**config.mk**
```make
export PLATFORM = sky130hd
export DESIGN_NAME = sha3_axis_block_packer
export DESIGN_NICKNAME = d
export VERILOG_FILES = /design/src/rtl/sha3_pkg.sv /design/src/rtl/sha3_pad_insert.sv /design/src/rtl/sha3_axis_block_packer.sv
export SDC_FILE = /design/constraint.sdc
export NUM_CORES = 2
export LEC_CHECK = 0
export CORE_AREA = 2 2 435 437
export DETAILED_ROUTE_END_ITERATION = 10
export DIE_AREA = 0 0 437 439
export DONT_BUFFER_PORTS = 1
export GPL_ROUTABILITY_DRIVEN = 1
export PLACE_DENSITY = 0.36
export SLEW_MARGIN = 40
export SYNTH_ARGS = -nofsm -noshare
export SYNTH_HDL_FRONTEND = slang
export SYNTH_SLANG_ARGS = --single-unit
```
**constraint.sdc**
```tcl
create_clock -name ACLK -period 3.9 [get_ports ACLK]
set_input_delay 0.975 -clock ACLK [delete_from_list [all_inputs] [get_ports ACLK]]
set_output_delay 0.975 -clock ACLK [all_outputs]
set_load 0.05 [all_outputs]
```
**src/rtl/sha3_pkg.sv**
```systemverilog
// sha3_pkg: shared SHA3 rate, pad bytes and packer state encoding
package sha3_pkg;
  localparam int SHA3_RATE_BYTES_256 = 136;
  localparam logic [7:0] SHA3_PAD_FIRST = 8'h06;
  localparam logic [7:0] SHA3_PAD_LAST = 8'h80;
  typedef enum logic {S_FILL, S_EMIT} state_t;
endpackage

```
**src/rtl/sha3_pad_insert.sv**
```systemverilog
// sha3_pad_insert: ORs the SHA3 domain pad into a block at byte n and at the final rate byte
module sha3_pad_insert
  import sha3_pkg::*;
#(
  parameter int RATE_BYTES = SHA3_RATE_BYTES_256,
  parameter int NW = $clog2(RATE_BYTES + 1)
) (
  input  logic [RATE_BYTES*8-1:0] blk,
  input  logic [NW-1:0]           n,
  input  logic                    en,
  output logic [RATE_BYTES*8-1:0] padded
);
  localparam int W = RATE_BYTES * 8;
  logic [W-1:0] pad_first, pad_last;
  always_comb begin
    pad_first = W'(SHA3_PAD_FIRST) << {n, 3'b000};
    pad_last = W'(SHA3_PAD_LAST) << (W - 8);
    padded = en ? (blk | pad_first | pad_last) : blk;
  end
endmodule

```
**src/rtl/sha3_axis_block_packer.sv**
```systemverilog
// sha3_axis_block_packer: packs 16-bit AXIS beats into padded SHA3 rate blocks; SHA3_PACK_TKEEP_EN enables partial last beats
module sha3_axis_block_packer
  import sha3_pkg::*;
#(
  parameter int RATE_BYTES = SHA3_RATE_BYTES_256
) (
  input  logic                    ACLK,
  input  logic                    ARESETn,
  input  logic                    TVALID,
  output logic                    TREADY,
  input  logic [15:0]             TDATA,
  input  logic [1:0]              TKEEP,
  input  logic                    TLAST,
  input  logic [1:0]              TSTRB,
  input  logic [7:0]              TID,
  input  logic                    TDEST,
  input  logic                    TUSER,
  output logic [RATE_BYTES*8-1:0] block_data,
  output logic                    block_valid,
  input  logic                    block_ready,
  output logic                    block_last
);
  localparam int W = RATE_BYTES * 8;
  localparam int NW = $clog2(RATE_BYTES + 1);
  localparam logic [NW-1:0] FULL = NW'(RATE_BYTES);
  state_t state, state_d;
  logic [NW-1:0] cnt, cnt_d, n;
  logic [W-1:0] blk, blk_d, merged, padded, pad_only;
  logic last, last_d, pend, pend_d, rdy, accept, pad_en;
  logic [1:0] nb;
  logic [15:0] beat;
  logic unused;
  assign unused = ^{TSTRB, TID, TDEST, TUSER, TKEEP};
  always_comb begin
`ifdef SHA3_PACK_TKEEP_EN
    nb = (!TLAST || TKEEP[1]) ? 2'd2 : {1'b0, TKEEP[0]};
`else
    nb = 2'd2;
`endif
    beat = nb == 2'd2 ? TDATA : nb == 2'd1 ? {8'h00, TDATA[7:0]} : 16'h0000;
    accept = TVALID && rdy;
    n = cnt + NW'(nb);
    merged = blk | (W'(beat) << {cnt, 3'b000});
    pad_en = TLAST && (n < FULL);
  end
  sha3_pad_insert #(.RATE_BYTES(RATE_BYTES)) u_pad (
    .blk(merged), .n(n), .en(pad_en), .padded(padded)
  );
  sha3_pad_insert #(.RATE_BYTES(RATE_BYTES)) u_pad_only (
    .blk('0), .n('0), .en(1'b1), .padded(pad_only)
  );
  always_comb begin
    state_d = state;
    cnt_d = cnt;
    blk_d = blk;
    last_d = last;
    pend_d = pend;
    if (state == S_EMIT) begin
      if (block_ready) begin
        cnt_d = '0;
        blk_d = pend ? pad_only : '0;
        last_d = pend;
        pend_d = 1'b0;
        state_d = pend ? S_EMIT : S_FILL;
      end
    end else if (accept) begin
      cnt_d = n;
      blk_d = padded;
      state_d = (TLAST || n == FULL) ? S_EMIT : S_FILL;
      last_d = TLAST && (n < FULL);
      pend_d = TLAST && (n == FULL);
    end
  end
  always_ff @(posedge ACLK or negedge ARESETn) begin
    if (!ARESETn) begin
      state <= S_FILL;
      cnt <= '0;
      blk <= '0;
      last <= 1'b0;
      pend <= 1'b0;
      rdy <= 1'b0;
    end else begin
      state <= state_d;
      cnt <= cnt_d;
      blk <= blk_d;
      last <= last_d;
      pend <= pend_d;
      rdy <= state_d == S_FILL;
    end
  end
  assign TREADY = rdy;
  assign block_valid = state == S_EMIT;
  assign block_data = blk;
  assign block_last = last;
endmodule

```
Word-level counts from Yosys, hierarchy flattened
Cells that the tools add are included.

cells by class
  add/subtract/negate cells = 1
  magnitude comparators = 1
  equal/unequal tests = 2
  shifts and indexed selects = 2
  muxes and demuxes = 19
  bitwise logic cells = 3
  reduce and logical (&&, ||, !) cells = 6

operators with widths
  kind                                                                    count
  1088-bit two-way mux                                                    5
  1088-bit bitwise OR                                                     1
  16-bit by 11-bit << shifter with 1088-bit output                        1
  1087-bit bitwise OR                                                     1
  3-bit by 11-bit << shifter with 1087-bit output (first input constant)  1
  8-bit two-way mux                                                       3
  1-bit two-way mux                                                       11
  8-bit by 2-bit adder with 8-bit output (second input constant)          1
  8-bit equality test (second input constant)                             1
  8-bit < comparator (second input constant)                              1
  1-bit logical AND                                                       3
  2-bit != test (second input constant)                                   1
  2-bit AND reduction                                                     1
  2-bit nonzero test                                                      1
  1-bit logical OR                                                        1
  1-bit inverter                                                          1

storage, ports and cells
  register bits = 1100
  input port bits = 35

Longest topological paths before layout
  depth in word-level cells = 7
  gate-level depth with buffers = 9
  mapped depth without buffers = 6

Cells and area by module
From an unflattened synthesis, not the netlist that was laid out.

second synthesis, totals
  cells, all modules = 8123
  area total of the unflattened synthesis = 74616.6 µm²

modules (own cells, without submodules)
  module                  instances  cells each  area an instance (µm²)
  sha3_axis_block_packer  1          5133        54422.2
  sha3_pad_insert         2          1495        10097.2

Least setup slack after synthesis
No wires, ideal clock.

  kind = input-to-reg
  start point = input port TVALID
  end point = register blk[792] (netlist: block_data[792])
  library setup time = 132 ps
  data arrival time = 2098 ps
  slack = 1671 ps
  stages = 8
  cell sequence = and3b_1 buf_4 o21ai_4 nor2_1 buf_2 buf_2 a21oi_1 nor2_1

between the ends
  word-level cells in the longest chain between the ends = 3

ends and longest elaborated chain
  element                        RTL line                      source
  from (decl)                    sha3_axis_block_packer.sv:9   input logic TVALID,
  1-bit logical AND              sha3_axis_block_packer.sv:41  accept = TVALID && rdy;
  2-bit nonzero test (no line)   n/a
  2-bit AND reduction (no line)  n/a
  to (signal assigned)           sha3_axis_block_packer.sv:85  blk <= blk_d;
  to (decl)                      sha3_axis_block_packer.sv:28  logic [W-1:0] blk, blk_d, merged, padded, pad_only;

No other way between the ends.
A chain may end at the register's enable or synchronous reset.

==> impl_results.md <==
- Status: finished clean
- Hold Path Class: in2async
- Worst-skew pair later-pin latency: 800 ps
- Synth Register Bits: 1,099
- 1st-pass router iterations: 6
- Register area: 0.0275 mm^2
- Initial antenna violation count: 22
- Die H: 439 um
- H-tree lvl count: 4
- Reg2reg setup slack: 830 ps
- Synth Warn #: 0
- Critical path class: in2async
- Unrepaired setup endpoints after global routing: no
- FF-to-FF End: block_data[658]$_DFFE_PN0P_
- Final GP Congestion: 0.797
- Placement row count: 159
- Clock-pin transition on the worst setup and hold timing paths: 60 ps
- Full die area: 0.192 mm^2
- Routed vias: 30.7k
- Clock share of power: 0.391
- CTS tree: done
- Switching part of the total power: 0.368
- Setup crit end kind: asynchronous set/reset pin
- IO buf count: 0
- Initial Util: 0.223
- Final period util: 0.857
- Critical-path maximum fanout: 98
- Crit path required time: 4790 ps
- MaxCap Viol Count: 0
- Clock Sinks: 1,099
- # DRC: 0
- Mean Syn Cell Area: 11.1 um^2
- Gate power share: 0.130
- GRT Total Usage: 0.217
- R2R depth: 5
- Setup crit start kind: primary input
- CP Data Arrival Time: 4230 ps
- Root buffer cell: clkbuf_16
- Setup Fix Bufs, Post-CTS: 0
- Cell Int Power: 19.8 mW
- Final Critical Period: 3340 ps
- Final setup fails: 0
- Die Wd: 437 um
- Layout fillers: 19.7k
- Leading cell type in the layout, fill and taps excluded: dfrtp_1
- Syn nets: 3,787
- Dpl hpwl: 147 mm
- First-pass GRT wire length: 289 mm
- Most frequent cells in the layout: dfrtp_1 (1,097), nor2_1 (576), a21oi_1 (443)
- Syn Inst Count: 3,747
- Area growth, synth to finish: 17.5%
- Largest net degree at the start of global routing: 177
- First DRT Iteration DRCs: 2,857
- CTS Buf Count: 132
- Grt ovf: 0
- Cell Area, Synth: 0.0416 mm^2
- Share of cells above drive strength 1: 0.104
- CP Launch Point: ARESETn
- Distinct cells, synth: 59
- Number of I/O pins: 1,126
- Clock Path Buffers: 3
- Final Max Tran Viols: 0
- Post-DR wirelength/cell: 34.7 um
- Leak Pwr: 22.6 nW
- Max frequency: 299 MHz
- PnR worst setup slack: 558 ps
- Clk_skew: 26.4 ps
- Sequential power share: 0.478
- Area of the multi-input gates: 0.0127 mm^2
- Dominant synthesized flop cell: dfrtp_1
- Worst Tran Pin Value: 913 ps
- Final Util: 0.262
- Number of flops mapped to enable cells by yosys: 0
- Hold Vio Cnt, Final: 0
- Total core area: 0.187 mm^2
- Setup WS pre-CTS: 572 ps
- Post-route ant nets: 0
- Final WL: 216 mm
- Pwr/cell area: 640 mW/mm^2
- Vias per Instance: 4.93
- Post-synthesis async set-or-reset flop share: 1.00
- Hold-fix buffers, CTS: 2
- Critical R2R Launch: cnt[3]$_DFFE_PN0P_
- Vias in the first global route: 30.2k
- IR drop worst, VDD: 382 uV
- Sw power: 11.5 mW
- Sequential-to-total area share from yosys stat: 0.660
- NumNets Final: 3,664
- Rel. slew slack: 0.389
- Setup TNS: 0 ps
- Cts repair resizes: 0
[cell families after synthesis]
group                      Yosys count  synth area share
muxes                                1          0.000240
adders and majority gates            5           0.00150
and+or+nand+nor                   1017             0.105
buffers and inverters              370            0.0389
xor gates and xnor gates             4          0.000842
AOI/OAI and AO/OA                 1251             0.193
DFF                               1099             0.660
[cell usage after synthesis, types with 5 or more instances]
cell type | number | area (um^2)
clkbuf_1 | 211 | 792
nor2_1 | 592 | 2220
o21ai_0 | 238 | 1190
and2_1 | 31 | 194
buf_4 | 11 | 82.6
nand4_1 | 13 | 81.3
a2bb2oi_1 | 7 | 61.3
nand3_1 | 31 | 155
inv_1 | 5 | 18.8
a311oi_1 | 11 | 96.3
nand2_1 | 229 | 860
a22oi_1 | 74 | 556
ha_1 | 5 | 62.6
o21ai_1 | 51 | 255
a32o_1 | 5 | 50.1
nor3_1 | 12 | 60.1
nor2_2 | 12 | 75.1
and3_1 | 58 | 363
o221ai_1 | 8 | 70.1
dfrtp_1 | 1099 | 27500
nor2b_1 | 7 | 43.8
a21oi_1 | 443 | 2220
buf_2 | 135 | 676
a22o_1 | 354 | 3100
a31oi_1 | 44 | 275
[power by group through the flow]
stage,sequential [mW],combinational (mW),clock (mW)
2_1_floorplan,14.7,2.19,0
3_3_place_gp,15.2,4.06,0
3_5_place_dp,15.2,4.13,0
4_1_cts,15.0,4.17,12.5
5_1_grt,15.0,4.44,13.0
6_report,15.0,4.08,12.3
[layer usage]
layer  vias up  GRT usage  part of all wire
met5         -          0                 0
met4         0     0.0690             0.030
met3       250     0.0716             0.090
met2      1392      0.366              0.50
met1     16200      0.262              0.38
li1      12900          -                 -
[state kept, by name, summed over array words and instances (netlist names)]
signal and flops:
TREADY 1, block_data 1088, block_last 1, block_valid 1, cnt 7, pend 1
[how the worst max path moves through the flow]
stage	slack, ps	to	cells after the start
floorplan	1670	block_data[792]$_DFFE_PN0P_	8
global placement	150	block_data[940]$_DFFE_PN0P_	3
detailed placement	570	block_data[846]$_DFFE_PN0P_	6
CTS	510	block_data[199]$_DFFE_PN0P_	7
global route	270	block_data[813]$_DFFE_PN0P_	7
finish	560	block_data[813]$_DFFE_PN0P_	7
[final cells by class]
type                            count  share of cell area
Inverter                            6            0.000460
Multi-Input combinational cell   2278               0.260
Clock buffer                      187              0.0779
Sequential cell                  1099               0.562
Tap cell                         2495              0.0638
Timing Repair Buffer              107              0.0272
Antenna cell                       14            0.000716
Clock inverter                     39             0.00800
[critical path: stages]
cell           delay (ps)
dlygate4sd3_1         910
buf_16                240
buf_16                370
buf_16                380
buf_16                230
buf_16                360
buf_16                390
[per-stage QoR]
stage	cell area [um^2]	hold WS (ps)	cells	total power, mW
after CTS	48900	12.4	6209	31.7
final	48900	88.3	6225	31.3
after floorplan	41600	551	3747	16.9
after detailed placement	44600	690	5981	19.4
after global placement	44300	690	5971	19.3
after global routing	48900	51.6	6217	32.5
Power figures use the tool's default switching activity.
